===== src/rtl/ecc_seq_pkg.sv =====
// Shared definitions for the ECC APB sequencer: register map, op/status
// encodings, FSM states and the fixed write-order table.
package ecc_seq_pkg;

  localparam logic [7:0] ADDR_CTRL           = 8'h00;
  localparam logic [7:0] ADDR_DATA_IN        = 8'h04;
  localparam logic [7:0] ADDR_CODEWORD_WIDTH = 8'h08;
  localparam logic [7:0] ADDR_NOISE          = 8'h0C;

  typedef enum logic [1:0] {
    OP_ENCODE  = 2'd0,
    OP_DECODE  = 2'd1,
    OP_FULL    = 2'd2,
    OP_ILLEGAL = 2'd3
  } op_e;

  typedef enum logic [1:0] {
    ST_OK      = 2'd0,
    ST_ILLEGAL = 2'd1,
    ST_TIMEOUT = 2'd2
  } status_e;

  typedef enum logic [2:0] {
    S_IDLE,
    S_SETUP,
    S_ACCESS,
    S_WAIT_DONE,
    S_RESP
  } state_e;

  // Write step index -> register address; CTRL last so it starts the datapath.
  localparam logic [7:0] REG_SEQ [4] = '{ADDR_DATA_IN, ADDR_CODEWORD_WIDTH,
                                         ADDR_NOISE, ADDR_CTRL};

endpackage


===== src/rtl/ecc_seq_timeout.sv =====
// Loadable saturating down-counter; o_expired flags the final allowed cycle.
module ecc_seq_timeout #(
  parameter int unsigned CW = 10
) (
  input  logic          clk,
  input  logic          rst,
  input  logic          i_load,
  input  logic          i_en,
  input  logic [CW-1:0] i_load_val,
  output logic          o_expired
);

  logic [CW-1:0] r_count;

  always_ff @(posedge clk or posedge rst) begin
    if (rst) begin
      r_count <= '0;
    end else if (i_load) begin
      r_count <= i_load_val;
    end else if (i_en && (r_count != '0)) begin
      r_count <= r_count - CW'(1);
    end
  end

  assign o_expired = (r_count == '0);

endmodule


===== src/rtl/ecc_apb_sequencer.sv =====
// Turns one command into the DATA_IN/CODEWORD_WIDTH/NOISE/CTRL APB write burst,
// then waits for the datapath done pulse (or timeout) and returns a response.
module ecc_apb_sequencer
  import ecc_seq_pkg::*;
#(
  parameter int unsigned DATA_WIDTH      = 32,
  parameter int unsigned AMBA_ADDR_WIDTH = 20,
  parameter int unsigned AMBA_WORD       = 32,
  parameter int unsigned TIMEOUT_CYCLES  = 1024
) (
  input  logic                       clk,
  input  logic                       rst,
  input  logic                       cmd_valid,
  output logic                       cmd_ready,
  input  logic [1:0]                 cmd_op,
  input  logic [1:0]                 cmd_width,
  input  logic [AMBA_WORD-1:0]       cmd_data,
  input  logic [AMBA_WORD-1:0]       cmd_noise,
  output logic                       rsp_valid,
  input  logic                       rsp_ready,
  output logic [DATA_WIDTH-1:0]      rsp_data,
  output logic [1:0]                 rsp_errors,
  output logic [1:0]                 rsp_status,
  output logic                       busy,
  output logic [AMBA_ADDR_WIDTH-1:0] PADDR,
  output logic [AMBA_WORD-1:0]       PWDATA,
  output logic                       PSEL,
  output logic                       PENABLE,
  output logic                       PWRITE,
  input  logic [AMBA_WORD-1:0]       PRDATA,
  input  logic [DATA_WIDTH-1:0]      data_out,
  input  logic                       operation_done,
  input  logic [1:0]                 num_of_errors
);

  localparam int unsigned CW = (TIMEOUT_CYCLES > 1) ? $clog2(TIMEOUT_CYCLES) : 1;

  state_e                r_state, w_next;
  logic [1:0]            r_step, w_step_next;
  logic [1:0]            r_op, r_width;
  logic [AMBA_WORD-1:0]  r_data, r_noise;
  logic [DATA_WIDTH-1:0] r_rsp_data;
  logic [1:0]            r_rsp_errors;
  status_e               r_rsp_status;
  logic                  w_accept, w_load, w_expired, w_apb;
  logic                  w_unused;

  assign w_unused = ^PRDATA;

  ecc_seq_timeout #(.CW(CW)) u_timeout (
    .clk        (clk),
    .rst        (rst),
    .i_load     (w_load),
    .i_en       (r_state == S_WAIT_DONE),
    .i_load_val (CW'(TIMEOUT_CYCLES - 1)),
    .o_expired  (w_expired)
  );

  // Gated by rst so the handshake stays closed while reset is held.
  assign cmd_ready = (r_state == S_IDLE) && !rst;
  assign w_accept  = cmd_valid && cmd_ready;
  assign busy      = (r_state != S_IDLE);
  assign rsp_valid = (r_state == S_RESP);

  always_comb begin
    w_next      = r_state;
    w_step_next = r_step;
    w_load      = 1'b0;
    unique case (r_state)
      S_IDLE: if (w_accept) begin
        w_step_next = 2'd0;
        w_next      = (cmd_op == OP_ILLEGAL) ? S_RESP : S_SETUP;
      end
      S_SETUP: w_next = S_ACCESS;
      S_ACCESS: if (r_step == 2'd3) begin
        w_next = S_WAIT_DONE;
        w_load = 1'b1;
      end else begin
        w_next      = S_SETUP;
        w_step_next = r_step + 2'd1;
      end
      S_WAIT_DONE: if (operation_done || w_expired) w_next = S_RESP;
      S_RESP:      if (rsp_ready) w_next = S_IDLE;
      default:     w_next = S_IDLE;
    endcase
  end

  always_ff @(posedge clk or posedge rst) begin
    if (rst) begin
      r_state <= S_IDLE;
      r_step  <= 2'd0;
    end else begin
      r_state <= w_next;
      r_step  <= w_step_next;
    end
  end

  always_ff @(posedge clk or posedge rst) begin
    if (rst) begin
      r_op    <= 2'd0;
      r_width <= 2'd0;
      r_data  <= '0;
      r_noise <= '0;
    end else if (w_accept) begin
      r_op    <= cmd_op;
      r_width <= cmd_width;
      r_data  <= cmd_data;
      r_noise <= cmd_noise;
    end
  end

  // Done takes priority over an expiring counter in the same cycle.
  always_ff @(posedge clk or posedge rst) begin
    if (rst) begin
      r_rsp_data   <= '0;
      r_rsp_errors <= 2'd0;
      r_rsp_status <= ST_OK;
    end else if (w_accept && (cmd_op == OP_ILLEGAL)) begin
      r_rsp_data   <= '0;
      r_rsp_errors <= 2'd0;
      r_rsp_status <= ST_ILLEGAL;
    end else if (r_state == S_WAIT_DONE) begin
      if (operation_done) begin
        r_rsp_data   <= data_out;
        r_rsp_errors <= num_of_errors;
        r_rsp_status <= ST_OK;
      end else if (w_expired) begin
        r_rsp_data   <= '0;
        r_rsp_errors <= 2'd0;
        r_rsp_status <= ST_TIMEOUT;
      end
    end
  end

  assign rsp_data   = r_rsp_data;
  assign rsp_errors = r_rsp_errors;
  assign rsp_status = r_rsp_status;

  assign w_apb   = (r_state == S_SETUP) || (r_state == S_ACCESS);
  assign PSEL    = w_apb;
  assign PENABLE = (r_state == S_ACCESS);
  assign PWRITE  = w_apb;
  assign PADDR   = w_apb ? AMBA_ADDR_WIDTH'(REG_SEQ[r_step]) : '0;

  always_comb begin
    PWDATA = '0;
    if (w_apb) begin
      unique case (r_step)
        2'd0: PWDATA = r_data;
        2'd1: PWDATA = AMBA_WORD'(r_width);
        2'd2: PWDATA = r_noise;
        2'd3: PWDATA = AMBA_WORD'(r_op);
        default: PWDATA = '0;
      endcase
    end
  end

endmodule


===== config.mk =====
export PLATFORM = sky130hd
export DESIGN_NAME = ecc_apb_sequencer
export DESIGN_NICKNAME = d
export VERILOG_FILES = /design/src/rtl/ecc_seq_pkg.sv /design/src/rtl/ecc_seq_timeout.sv /design/src/rtl/ecc_apb_sequencer.sv
export SDC_FILE = /design/constraint.sdc
export NUM_CORES = 1
export LEC_CHECK = 0
export BUFFER_PORTS_ARGS = -buffer_cell sky130_fd_sc_hd__clkbuf_2
export CAP_MARGIN = 20
export CORE_UTILIZATION = 45
export CTS_CLUSTER_DIAMETER = 150
export DETAILED_ROUTE_END_ITERATION = 8
export PLACE_DENSITY = 0.75
export SLEW_MARGIN = 20
export SYNTH_ARGS = -nofsm -noshare
export SYNTH_HDL_FRONTEND = slang
export SYNTH_HIERARCHICAL = 1
export SYNTH_SLANG_ARGS = --single-unit

===== constraint.sdc =====
create_clock -name clk -period 6.6 [get_ports clk]
set_input_delay 0.99 -clock clk [delete_from_list [all_inputs] [get_ports clk]]
set_output_delay 0.99 -clock clk [all_outputs]
set_load 0.01 [all_outputs]

==> out/qor.txt <==
DIE
-------------------------------------------------------------------------------------
Count of standard-cell rows                                                        41
Area of the placeable core                                                 0.0126 mm²
Count of boundary I/O pins                                                        233
Die Span Y                                                                     116 µm
Die X-Extent                                                                   116 µm
Area of the die                                                            0.0134 mm²
Initial core utilization                                                        46.1%

CLOCK NETWORK
-------------------------------------------------------------------------------------
Number of setup buffers added after CTS                                             0
CTS tree                                                                          yes
Number of buffers on the longest clock path                                         2
Count of instances resized after the clock tree is built                            0
Clock Sink Count                                                                  119
Clk root buf                                                             sky130_fd_sc_hd__clkbuf_16
Clock buffers created by TritonCTS                                                 17
Reg clk slew, reported paths                                                  0.05 ns
Insertion delay to the later sink of the worst-skew pair                      0.42 ns
Number of hold-repair buffers added at the cts stage                                0
CTS H-tree lvls                                                                     4

DETAILED ROUTING
-------------------------------------------------------------------------------------
Average wire per cell in the routed design                                    15.2 µm
First-pass iteration count of the detailed router                                   4
Metal1 wirelength                                                             5780 µm
Detail Route Antenna Nets                                                           0
Highest Signal Layer                                                             met4
Routed wl met3                                                                 986 µm
Ratio of routed vias to standard cells                                           5.14
Met2 routed WL                                                                6640 µm
Final routed DRC violation total                                                    0
Routed via count                                                                 4644
Routed WL                                                                    13700 µm
Initial drt markers                                                               189

POWER AND IR DROP
-------------------------------------------------------------------------------------
Sequential group share of total power                                           37.1%
Switching share of total power                                                  34.5%
Share of power burned in the clock network                                      25.9%
Logic pwr share                                                                 37.0%
Leakage dissipation                                                           3.61 nW
P_sw                                                                          1.22 mW
P_int                                                                         2.32 mW
Worst IR Drop VDD                                                          0.000254 V
Power density normalized to cell area                                      481 mW/mm²
Final total power                                                             3.54 mW

PLACE
-------------------------------------------------------------------------------------
Routability cong.                                                               0.777
Setup slack after placement                                                   3.00 ns
Post-DP HPWL                                                                  9210 µm
Port buffer count                                                                 182
Cell area reported after detailed placement                               0.00676 mm²

SETUP PATH
-------------------------------------------------------------------------------------
Worst path cell trace                                                    inv_1 > ha_1 > nor2b_1 > a22oi_1 > nor2_1 > clkbuf_2
Endpoint required time on the critical path                                   5.61 ns
Type of element launching the critical path                                  register
Largest fanout of any net on the critical path                                     20
Largest stage delay on the critical path                                      0.90 ns
Type of element capturing the critical path                               output port
Arrival time at the worst endpoint                                            3.04 ns
Slowest cell on crit path                                                sky130_fd_sc_hd__nor2b_1
Crit path kind                                                           register to output port
CP top delay family                                                      simple AND/OR/NAND/NOR gates
Buffering stage count on the worst path with inverters included                     2

HOLD PATH
-------------------------------------------------------------------------------------
Type of the most critical hold path                                      register to register

STA
-------------------------------------------------------------------------------------
Slew of the pin with the lowest slew margin                                   1.04 ns
Total negative slack                                                             0 ns
Setup slack after layout                                                      2.57 ns
Final worst path period need                                                  4.03 ns
Max_slew headroom                                                               30.8%
Final critical-path share of the clock period                                   61.1%
Highest clock frequency the design can meet                                   248 MHz
Count of final max-slew check failures                                              0
Unrepaired setup endpoints after global routing                                    no
Final Skew                                                                 0.00700 ns
Number of hold-slack violations in the final timing report                          0
Finish-stage setup viols                                                            0

FINISH
-------------------------------------------------------------------------------------
Area added between synthesis and finish                                         26.5%
Fraction of final layout cells sized beyond drive strength 1                    40.4%
Leading cell types in the layout, fill and taps excluded                 sky130_fd_sc_hd__clkbuf_2, sky130_fd_sc_hd__dfrtp_1, sky130_fd_sc_hd__nand2_1
Net total in the final layout                                                     864
Diodes inserted                                                                     0
Most frequent standard cell in the layout excluding fill and tap cells   sky130_fd_sc_hd__clkbuf_2
Finished Cell Area                                                        0.00736 mm²

GLOBAL ROUTE
-------------------------------------------------------------------------------------
Wire length of the first global-routing pass                                 21800 µm
Pin count of the biggest net entering global routing                               69
Total routing usage reported by global routing                                  21.4%
Total congestion overflow after global routing                                      0
Number of antenna violations at the first check in global routing                   0
Via count of the first global-routing pass                                       4610

YOSYS
-------------------------------------------------------------------------------------
Netlist cell types                                                                 51
Instance count of the mapped netlist                                              546
Yosys Warn Count                                                                    6
Biggest area contributors in the synthesized netlist                     sky130_fd_sc_hd__dfrtp_1, sky130_fd_sc_hd__mux2_2, sky130_fd_sc_hd__mux2_4
Portion of the post-synthesis area used by sequential elements                  51.2%
Dominant cell type by area after synthesis                               sky130_fd_sc_hd__dfrtp_1
Synth Area per Inst                                                          10.6 µm²
Area share of the largest cell type after synthesis                             51.2%
Post-synth design cell area                                               0.00581 mm²
Number of synthesized register bits                                               119

FLOW RUN
-------------------------------------------------------------------------------------
Max Cap Viol                                                                        0

STATUS
-------------------------------------------------------------------------------------
Run status                                                               finished clean

## cell usage after synthesis, drive strengths merged
cell	n
dfrtp	119
mux2	69
nand2	62
a21oi	59
o21ai	45
buf	37
nor2	31
clkbuf	20
nand3b	18
inv	15
a22oi	14
ha	5
nor3	5
mux2i	4
nor2b	3
xnor2	3
a222oi	2
a31oi	2
and3	2
conb	2
nand2b	2
nand4	2
nor3b	2
o21a	2
or3	2
or4b	2
a2111oi	1
a211o	1
a211oi	1
a311oi	1
a32oi	1
and2	1
and4	1
and4b	1
clkinv	1
nand3	1
nor4	1
o311ai	1
o31ai	1
o41ai	1
or4	1
or4bb	1
xor2	1
## layer usage
layer	track usage, %	vias to the layer above
met1	25.7	2251
met3	7.48	29
met2	34.9	163
met4	9.57	0
li1	-	2201
met5	0	-
## stage by stage
step	std cells	hold slack, ns	utilization [%]
global placement	872	0.486	53.4
CTS	904	0.506	58.2
detailed placement	873	0.494	53.5
floorplan	572	0.479	-
global route	904	0.513	58.3
finish	904	0.504	58.3
## logic make-up after synthesis
family                     count (synthesis)  share of synthesized area (%)
other                                      2                          0.129
xor gates and xnor gates                   4                          0.603
AOI/OAI and AO/OA                        132                           13.0
adders and majority gates                  5                           1.08
and+or+nand+nor                          138                           11.9
DFF                                      119                           51.2
buffers and inverters                     73                           6.74
muxes                                     73                           15.3
## sequential cells by signal (all words and copies together), names as in the netlist
| signal | flops |
|---|---|
| r_step | 2 |
| r_noise | 32 |
| r_state | 3 |
| r_width | 2 |
| r_op | 2 |
| rsp_errors | 2 |
| r_data | 32 |
| rsp_status | 2 |
| u_timeout/r_count | 10 |
| rsp_data | 32 |
## power groups by stage
stage,Sequential [mW],Combinational (mW),Clock [mW]
after floorplan,1.31,0.898,0
after global placement,1.28,1.27,0
after detailed placement,1.31,1.31,0
after CTS,1.31,1.32,0.932
after global routing,1.35,1.45,0.963
final,1.31,1.31,0.916
## layout make-up
class,instances,area (µm²)
Fill cell,1099,5260
Sequential cell,119,2980
Multi-Input combinational cell,380,2560
Timing Repair Buffer,186,948
Clock buffer,24,502
Tap cell,172,215
Clock inverter,7,92.6
Inverter,16,62.6
## final timing paths
path | start | end | slack [ns] | cells past startpoint
setup reg to reg | r_state[1] | u_timeout/r_count[4] | 3.77 | 6
setup / recovery | r_step[0] | PWDATA[24] | 2.57 | 6
max in group asynchronous | rst | r_noise[0] | 4.71 | 3
min in group asynchronous | rst | u_timeout/r_count[7] | 0.61 | 2
hold reg to reg | r_data[9] | r_data[9] | 0.50 | 1
hold / removal | r_data[9] | r_data[9] | 0.50 | 1
(Power assumes the default switching activity.)
